`config.mk`:
```
export PLATFORM = sky130hd
export DESIGN_NAME = boot_loader
export DESIGN_NICKNAME = d
export VERILOG_FILES = /design/src/rtl/boot_loader_pkg.sv /design/src/rtl/boot_loader.sv
export SDC_FILE = /design/constraint.sdc
export NUM_CORES = 1
export LEC_CHECK = 0
export CAP_MARGIN = 20
export CELL_PAD_IN_SITES_DETAIL_PLACEMENT = 0
export CELL_PAD_IN_SITES_GLOBAL_PLACEMENT = 1
export CORE_MARGIN = 2
export CORE_UTILIZATION = 52
export CTS_CLUSTER_SIZE = 24
export DETAILED_ROUTE_END_ITERATION = 10
export DONT_BUFFER_PORTS = 1
export PLACE_DENSITY = 0.87
export SKIP_CTS_REPAIR_TIMING = 1
export SYNTH_ARGS = -nofsm -noshare
export SYNTH_HDL_FRONTEND = slang
export SYNTH_SLANG_ARGS = --single-unit
```
`constraint.sdc`:
```
create_clock -name clk -period 5.9 [get_ports clk]
set_input_delay 0.295 -clock clk [delete_from_list [all_inputs] [get_ports clk]]
set_output_delay 0.295 -clock clk [all_outputs]
set_load 0.03 [all_outputs]
```
`src/rtl/boot_loader_pkg.sv`:
```
`default_nettype none
// ============================================================================
// Module      : boot_loader_pkg
// Description : Shared encodings for the byte-stream bootloader: loader state
//               codes, frame magic byte and the word-to-byte address helper.
//               Intended to be shared with a host-side loader model.
// Revision    : 1.0 - initial release
// ============================================================================
package boot_loader_pkg;

    // Loader state encoding (3 bits)
    localparam logic [2:0] ST_IDLE   = 3'd0;
    localparam logic [2:0] ST_LEN_LO = 3'd1;
    localparam logic [2:0] ST_LEN_HI = 3'd2;
    localparam logic [2:0] ST_DATA   = 3'd3;
    localparam logic [2:0] ST_CHECK  = 3'd4;
    localparam logic [2:0] ST_DONE   = 3'd5;
    localparam logic [2:0] ST_ERR    = 3'd6;

    // First byte of every frame
    localparam logic [7:0] BOOT_MAGIC = 8'hB0;

    // Byte address of a 32-bit word: zero-extended index with two zero LSBs
    function automatic logic [31:0] word_byte_addr(input logic [16:0] idx);
        return {13'd0, idx, 2'b00};
    endfunction

endpackage
`default_nettype wire

```
`src/rtl/boot_loader.sv`:
```
`default_nettype none
// ============================================================================
// Module      : boot_loader
// Description : Receives a framed program image over a valid/ready byte
//               stream, assembles little-endian 32-bit words, writes them to
//               instruction memory and releases the core from reset once the
//               payload XOR checksum matches.
//               Frame: B0 | N[7:0] | N[15:8] | 4*N payload bytes | XOR
// Revision    : 1.0 - initial release
// ============================================================================
module boot_loader
    import boot_loader_pkg::*;
#(
    parameter int ADDR_BITS = 10
) (
    input  logic        clk,
    input  logic        rst,          // asynchronous, active-low
    input  logic        in_valid,
    output logic        in_ready,
    input  logic [7:0]  in_data,
    input  logic        boot_req,
    output logic        mem_w_enb,
    output logic [31:0] mem_addr,
    output logic [31:0] mem_w_data,
    output logic        core_rst,
    output logic        done,
    output logic        error
);

    // Largest word count the instruction memory can hold
    localparam logic [16:0] MAX_WORDS = 17'(2 ** ADDR_BITS);

    logic [2:0]  r_state;
    logic [2:0]  w_next_state;

    logic [15:0] r_len;
    logic [16:0] r_word_idx;
    logic [1:0]  r_byte_cnt;
    logic [23:0] r_word;          // lower three bytes of the word in flight
    logic [7:0]  r_csum;

    logic        r_mem_w_enb;
    logic [31:0] r_mem_addr;
    logic [31:0] r_mem_w_data;

    logic        w_ready_state;
    logic        w_done;
    logic        w_error;
    logic        w_core_rst;

    logic        w_accept;
    logic [15:0] w_len_full;
    logic        w_len_too_big;
    logic        w_last_word;
    logic        w_restart;

    // A byte is consumed only when both sides agree on a clock edge
    assign w_accept      = in_valid & in_ready;
    // Full word count as it becomes known while the high byte is presented
    assign w_len_full    = {in_data, r_len[7:0]};
    assign w_len_too_big = {1'b0, w_len_full} > MAX_WORDS;
    // The word completing now is the final one of the image
    assign w_last_word   = (r_word_idx + 17'd1) == {1'b0, r_len};
    // boot_req is honoured only from the terminal states
    assign w_restart     = boot_req & ((r_state == ST_DONE) | (r_state == ST_ERR));

    // State register
    always_ff @(posedge clk or negedge rst) begin
        if (!rst) begin
            r_state <= ST_IDLE;
        end else begin
            r_state <= w_next_state;
        end
    end

    // Next-state logic: advance on accepted bytes, restart on boot_req
    always_comb begin
        w_next_state = r_state;
        case (r_state)
            ST_IDLE: begin
                if (w_accept && (in_data == BOOT_MAGIC)) begin
                    w_next_state = ST_LEN_LO;
                end
            end
            ST_LEN_LO: begin
                if (w_accept) begin
                    w_next_state = ST_LEN_HI;
                end
            end
            ST_LEN_HI: begin
                if (w_accept) begin
                    if (w_len_too_big) begin
                        w_next_state = ST_ERR;
                    end else if (w_len_full == 16'd0) begin
                        w_next_state = ST_CHECK;
                    end else begin
                        w_next_state = ST_DATA;
                    end
                end
            end
            ST_DATA: begin
                if (w_accept && (r_byte_cnt == 2'd3) && w_last_word) begin
                    w_next_state = ST_CHECK;
                end
            end
            ST_CHECK: begin
                if (w_accept) begin
                    w_next_state = (in_data == r_csum) ? ST_DONE : ST_ERR;
                end
            end
            ST_DONE, ST_ERR: begin
                if (boot_req) begin
                    w_next_state = ST_IDLE;
                end
            end
            default: w_next_state = ST_IDLE;
        endcase
    end

    // State-decoded outputs: ready while loading, status flags in terminal states
    always_comb begin
        w_ready_state = 1'b0;
        w_done        = 1'b0;
        w_error       = 1'b0;
        w_core_rst    = 1'b1;
        case (r_state)
            ST_IDLE, ST_LEN_LO, ST_LEN_HI, ST_DATA, ST_CHECK: w_ready_state = 1'b1;
            ST_DONE: begin
                w_done     = 1'b1;
                w_core_rst = 1'b0;
            end
            ST_ERR:  w_error = 1'b1;
            default: w_ready_state = 1'b0;
        endcase
    end

    // in_ready is forced low while reset is held, independent of the clock
    assign in_ready = w_ready_state & rst;
    assign done     = w_done;
    assign error    = w_error;
    assign core_rst = w_core_rst;

    // Frame bookkeeping: length capture, checksum and word index
    always_ff @(posedge clk or negedge rst) begin
        if (!rst) begin
            r_len      <= 16'd0;
            r_csum     <= 8'd0;
            r_word_idx <= 17'd0;
        end else if (w_restart) begin
            r_len      <= 16'd0;
            r_csum     <= 8'd0;
            r_word_idx <= 17'd0;
        end else if (w_accept) begin
            case (r_state)
                ST_LEN_LO: r_len[7:0]  <= in_data;
                ST_LEN_HI: r_len[15:8] <= in_data;
                ST_DATA: begin
                    r_csum <= r_csum ^ in_data;
                    if (r_byte_cnt == 2'd3) begin
                        r_word_idx <= r_word_idx + 17'd1;
                    end
                end
                default: ;
            endcase
        end
    end

    // Word assembly: little-endian byte shifter with a wrapping byte counter
    always_ff @(posedge clk or negedge rst) begin
        if (!rst) begin
            r_byte_cnt <= 2'd0;
            r_word     <= 24'd0;
        end else if (w_restart) begin
            r_byte_cnt <= 2'd0;
            r_word     <= 24'd0;
        end else if (w_accept && (r_state == ST_DATA)) begin
            r_byte_cnt <= r_byte_cnt + 2'd1;
            case (r_byte_cnt)
                2'd0:    r_word[7:0]   <= in_data;
                2'd1:    r_word[15:8]  <= in_data;
                2'd2:    r_word[23:16] <= in_data;
                default: ;
            endcase
        end
    end

    // Memory write port: one-cycle pulse after a word's 4th byte; addr/data hold between pulses
    always_ff @(posedge clk or negedge rst) begin
        if (!rst) begin
            r_mem_w_enb  <= 1'b0;
            r_mem_addr   <= 32'd0;
            r_mem_w_data <= 32'd0;
        end else begin
            r_mem_w_enb <= 1'b0;
            if (w_accept && (r_state == ST_DATA) && (r_byte_cnt == 2'd3)) begin
                r_mem_w_enb  <= 1'b1;
                r_mem_addr   <= word_byte_addr(r_word_idx);
                r_mem_w_data <= {in_data, r_word};
            end
        end
    end

    assign mem_w_enb  = r_mem_w_enb;
    assign mem_addr   = r_mem_addr;
    assign mem_w_data = r_mem_w_data;

endmodule
`default_nettype wire

```
==> reports/qor.yml <==
holdCritPathClass: "in2reg"
cellLeakagePower_nw: 3.11
antenna_violating_nets_post_route: 0
yosysWarningCount: 0
detailed_place_hpwl_um: 8460
num_antenna_cells: 0
synth-seq-area-share: 0.509
timing.critical_path.from: "r_state[2]$_DFFE_PN0P_"
chipHeight_um: 111
r2r_setup_slack_ns: 3.04
most_common_cell_in_the_netlist: "nand2_1"
period_minus_slack_ns: 2.86
cts_root_buf: "clkbuf_16"
grt_setup_unrepaired: "false"
clock_sinks: 120
r2r-start: "r_state[2]$_DFFE_PN0P_"
num-nets-final: 671
post_synth_main_area_contributors: "dfrtp_1, nand2_1, xnor2_1, mux2i_1, nor2_1"
synth_top_cell_by_area: "dfrtp_1"
number_of_antenna_violations_at_the_first_check_in_global_routing: 0
drc_errors: 0
global_route.overflow_total: 0
synth_largest_type_area_fraction: 0.509
gp_congestion: 0.935
layout.cells.non_filler: 807
placed_cell_area_um2: 5880
power-per-cell-area_nw_per_um2: 485
maxSlewHeadroom: 0.499
critPathArrivalTime_ns: 3.14
die_area_um2: 12200
ctsHtreeMaxLevel: 4
finalClockSkew_ns: 0.00899
ys_seq_elements: 120
count_of_max_cap_constraint_violations: 0
mappedNetlistArea_um2: 5900
clock.fmax_ghz: 0.350
worstReg2RegEnd: "r_word_idx[15]$_DFFE_PN0P_"
finalWirelength_um: 13500
largest_net_degree_at_the_start_of_global_routing: 125
timing.final.ws_setup_ns: 3.04
ios: 81
number_of_cells_traversed_by_the_worst_register_to_register_path: 9
vias_per_cell: 5.61
layout_area_growth_over_synthesis_pct: 11.6
global_route.usage.total: 0.238
tritoncts.num_buffers: 17
run_status: "complete, but fails checks"
worst_ir_drop_vdd_mv: 0.245
final_core_utilization: 0.602
category_of_the_worst_setup_path_launch_point: "flip-flop"
synth-edff-count: 0
tightest_slew_ns: 0.749
synth_top_flop_cell: "dfrtp_1"
grt_first_pass_wirelength_um: 23300
place_ws_ns: 3.09
post_synth.cell_area_avg_um2: 8.80
core.rowCount: 38
synth_cell_types: 50
timing.setup.tns_ns: 0
hold-worst-slack_ns: -0.0126
start_util: 0.540
drt_pass_1_iters: 4
clock_path_buffers: 2
dpl.cell_count: 768
routed-via-count: 4528
design_area_um2: 6590
critical_path.endpoint_type: "flip-flop"
buffer_ports.inserted: 0
timing.critical_path.to: "r_word_idx[15]$_DFFE_PN0P_"
slew_viol_final: 0
routed_wire_length_per_instance_um: 16.8
dr.first_iter.drc_count: 283
clk_transition_reported_paths_ns: 0.05
first_global_vias: 4453
period_utilization: 0.484
asyncSetResetFlopFracSynth: 1.00
critical_path_required_ns: 6.19
violations_in_the_final_reports: "negative hold slack"
worstSetupPathType: "reg2reg"
synthesis.instances: 671
timing.critical_path.fanout_max: 63
placeableCoreArea_um2: 10900
hold_violations: 2
final_setup_fails: 0
totalPowerFinal_mw: 3.20
cts_tree: "built"
chipWidth_um: 111
layout_cells_sized_above_1: 0.0735
synth_top_cells_by_count: "nand2_1, dfrtp_1, nor2_1"
worst_skew_pair_later_pin_latency_ns: 0.42
[flip-flops by register name (all words and copies together), names as in the netlist]
| signal | count |
|---|---|
| mem_addr | 17 |
| mem_w_data | 32 |
| mem_w_enb | 1 |
| r_byte_cnt | 2 |
| r_csum | 8 |
| r_len | 16 |
| r_state | 3 |
| r_word | 24 |
| r_word_idx | 17 |
[critical path, cell delays in order, from the launching register on]
cell	delay, ns
dfrtp_1	0.50
nand3b_1	0.28
nor2_2	0.14
buf_4	0.36
nand2_2	0.11
inv_2	0.05
buf_4	0.51
nor2_1	0.37
o21ai_0	0.25
o21ai_0	0.11
[report_power, final]
part	internal, mW	total, mW	switching (mW)
clock network	0.707	1.08	0.368
logic	0.288	0.682	0.394
registers	1.07	1.44	0.372
total	2.06	3.20	1.13
[cell usage in the layout (no fill, tap or decap), drive strengths merged, types with 3 or more instances in the layout]
master and count:
a21oi 34, or4 4, nand2 199, dlygate4sd3 5, xor2 17, clkinvlp 3
a31oi 4, nand2b 4, nor3 6, nor4 7, xnor2 22, ha 5
and3 4, nand3 33, o21ai 25, dfrtp 120, nor2 48, inv 9
buf 7, nand4 11, bufinv 3, clkbuf 21, nor2b 4, conb 15
mux2i 18, o31ai 3, clkinv 5
[layer usage]
layer,wire (um),share of wire,track usage,vias to the layer above
met5,0,0,0,-
met4,295,0.022,0.102,0
met3,860,0.064,0.0692,28
met2,6350,0.47,0.356,161
met1,6020,0.45,0.324,2175
li1,-,-,-,2164
[final cells by class]
type | count | area [um^2]
inverter | 9 | 33.8
tap | 140 | 175
fill | 961 | 4350
timing repair buffer | 12 | 123
sequential | 120 | 3000
clock buffer | 21 | 480
multi-input combinational | 494 | 2630
clock inverter | 11 | 145
[kinds of logic (layout without fill, tap and decap cells)]
family                   after synthesis  in the layout  synth area share
AO/OA/AOI/OAI                         84             84            0.0886
XOR/XNOR                              39             39            0.0579
multiplexers                          18             18            0.0305
adder cells (fa/ha/maj)                5              5            0.0106
other                                  1             15          0.000635
buffers and inverters                 71             53            0.0562
AND/OR/NAND/NOR                      333            333             0.247
flip-flops                           120            120             0.509
[worst min-delay path by stage]
stage	from	cells past startpoint	endpoint
2_1_floorplan	rst	0	mem_addr[10]$_DFFE_PN0P_
3_3_place_gp	rst	0	mem_addr[5]$_DFFE_PN0P_
3_5_place_dp	rst	0	mem_addr[5]$_DFFE_PN0P_
4_1_cts	rst	0	mem_addr[5]$_DFFE_PN0P_
5_1_grt	in_data[4]	2	mem_w_data[28]$_DFFE_PN0P_
6_report	in_data[4]	2	mem_w_data[28]$_DFFE_PN0P_
Note: power is estimated with default switching activity, not from simulation.
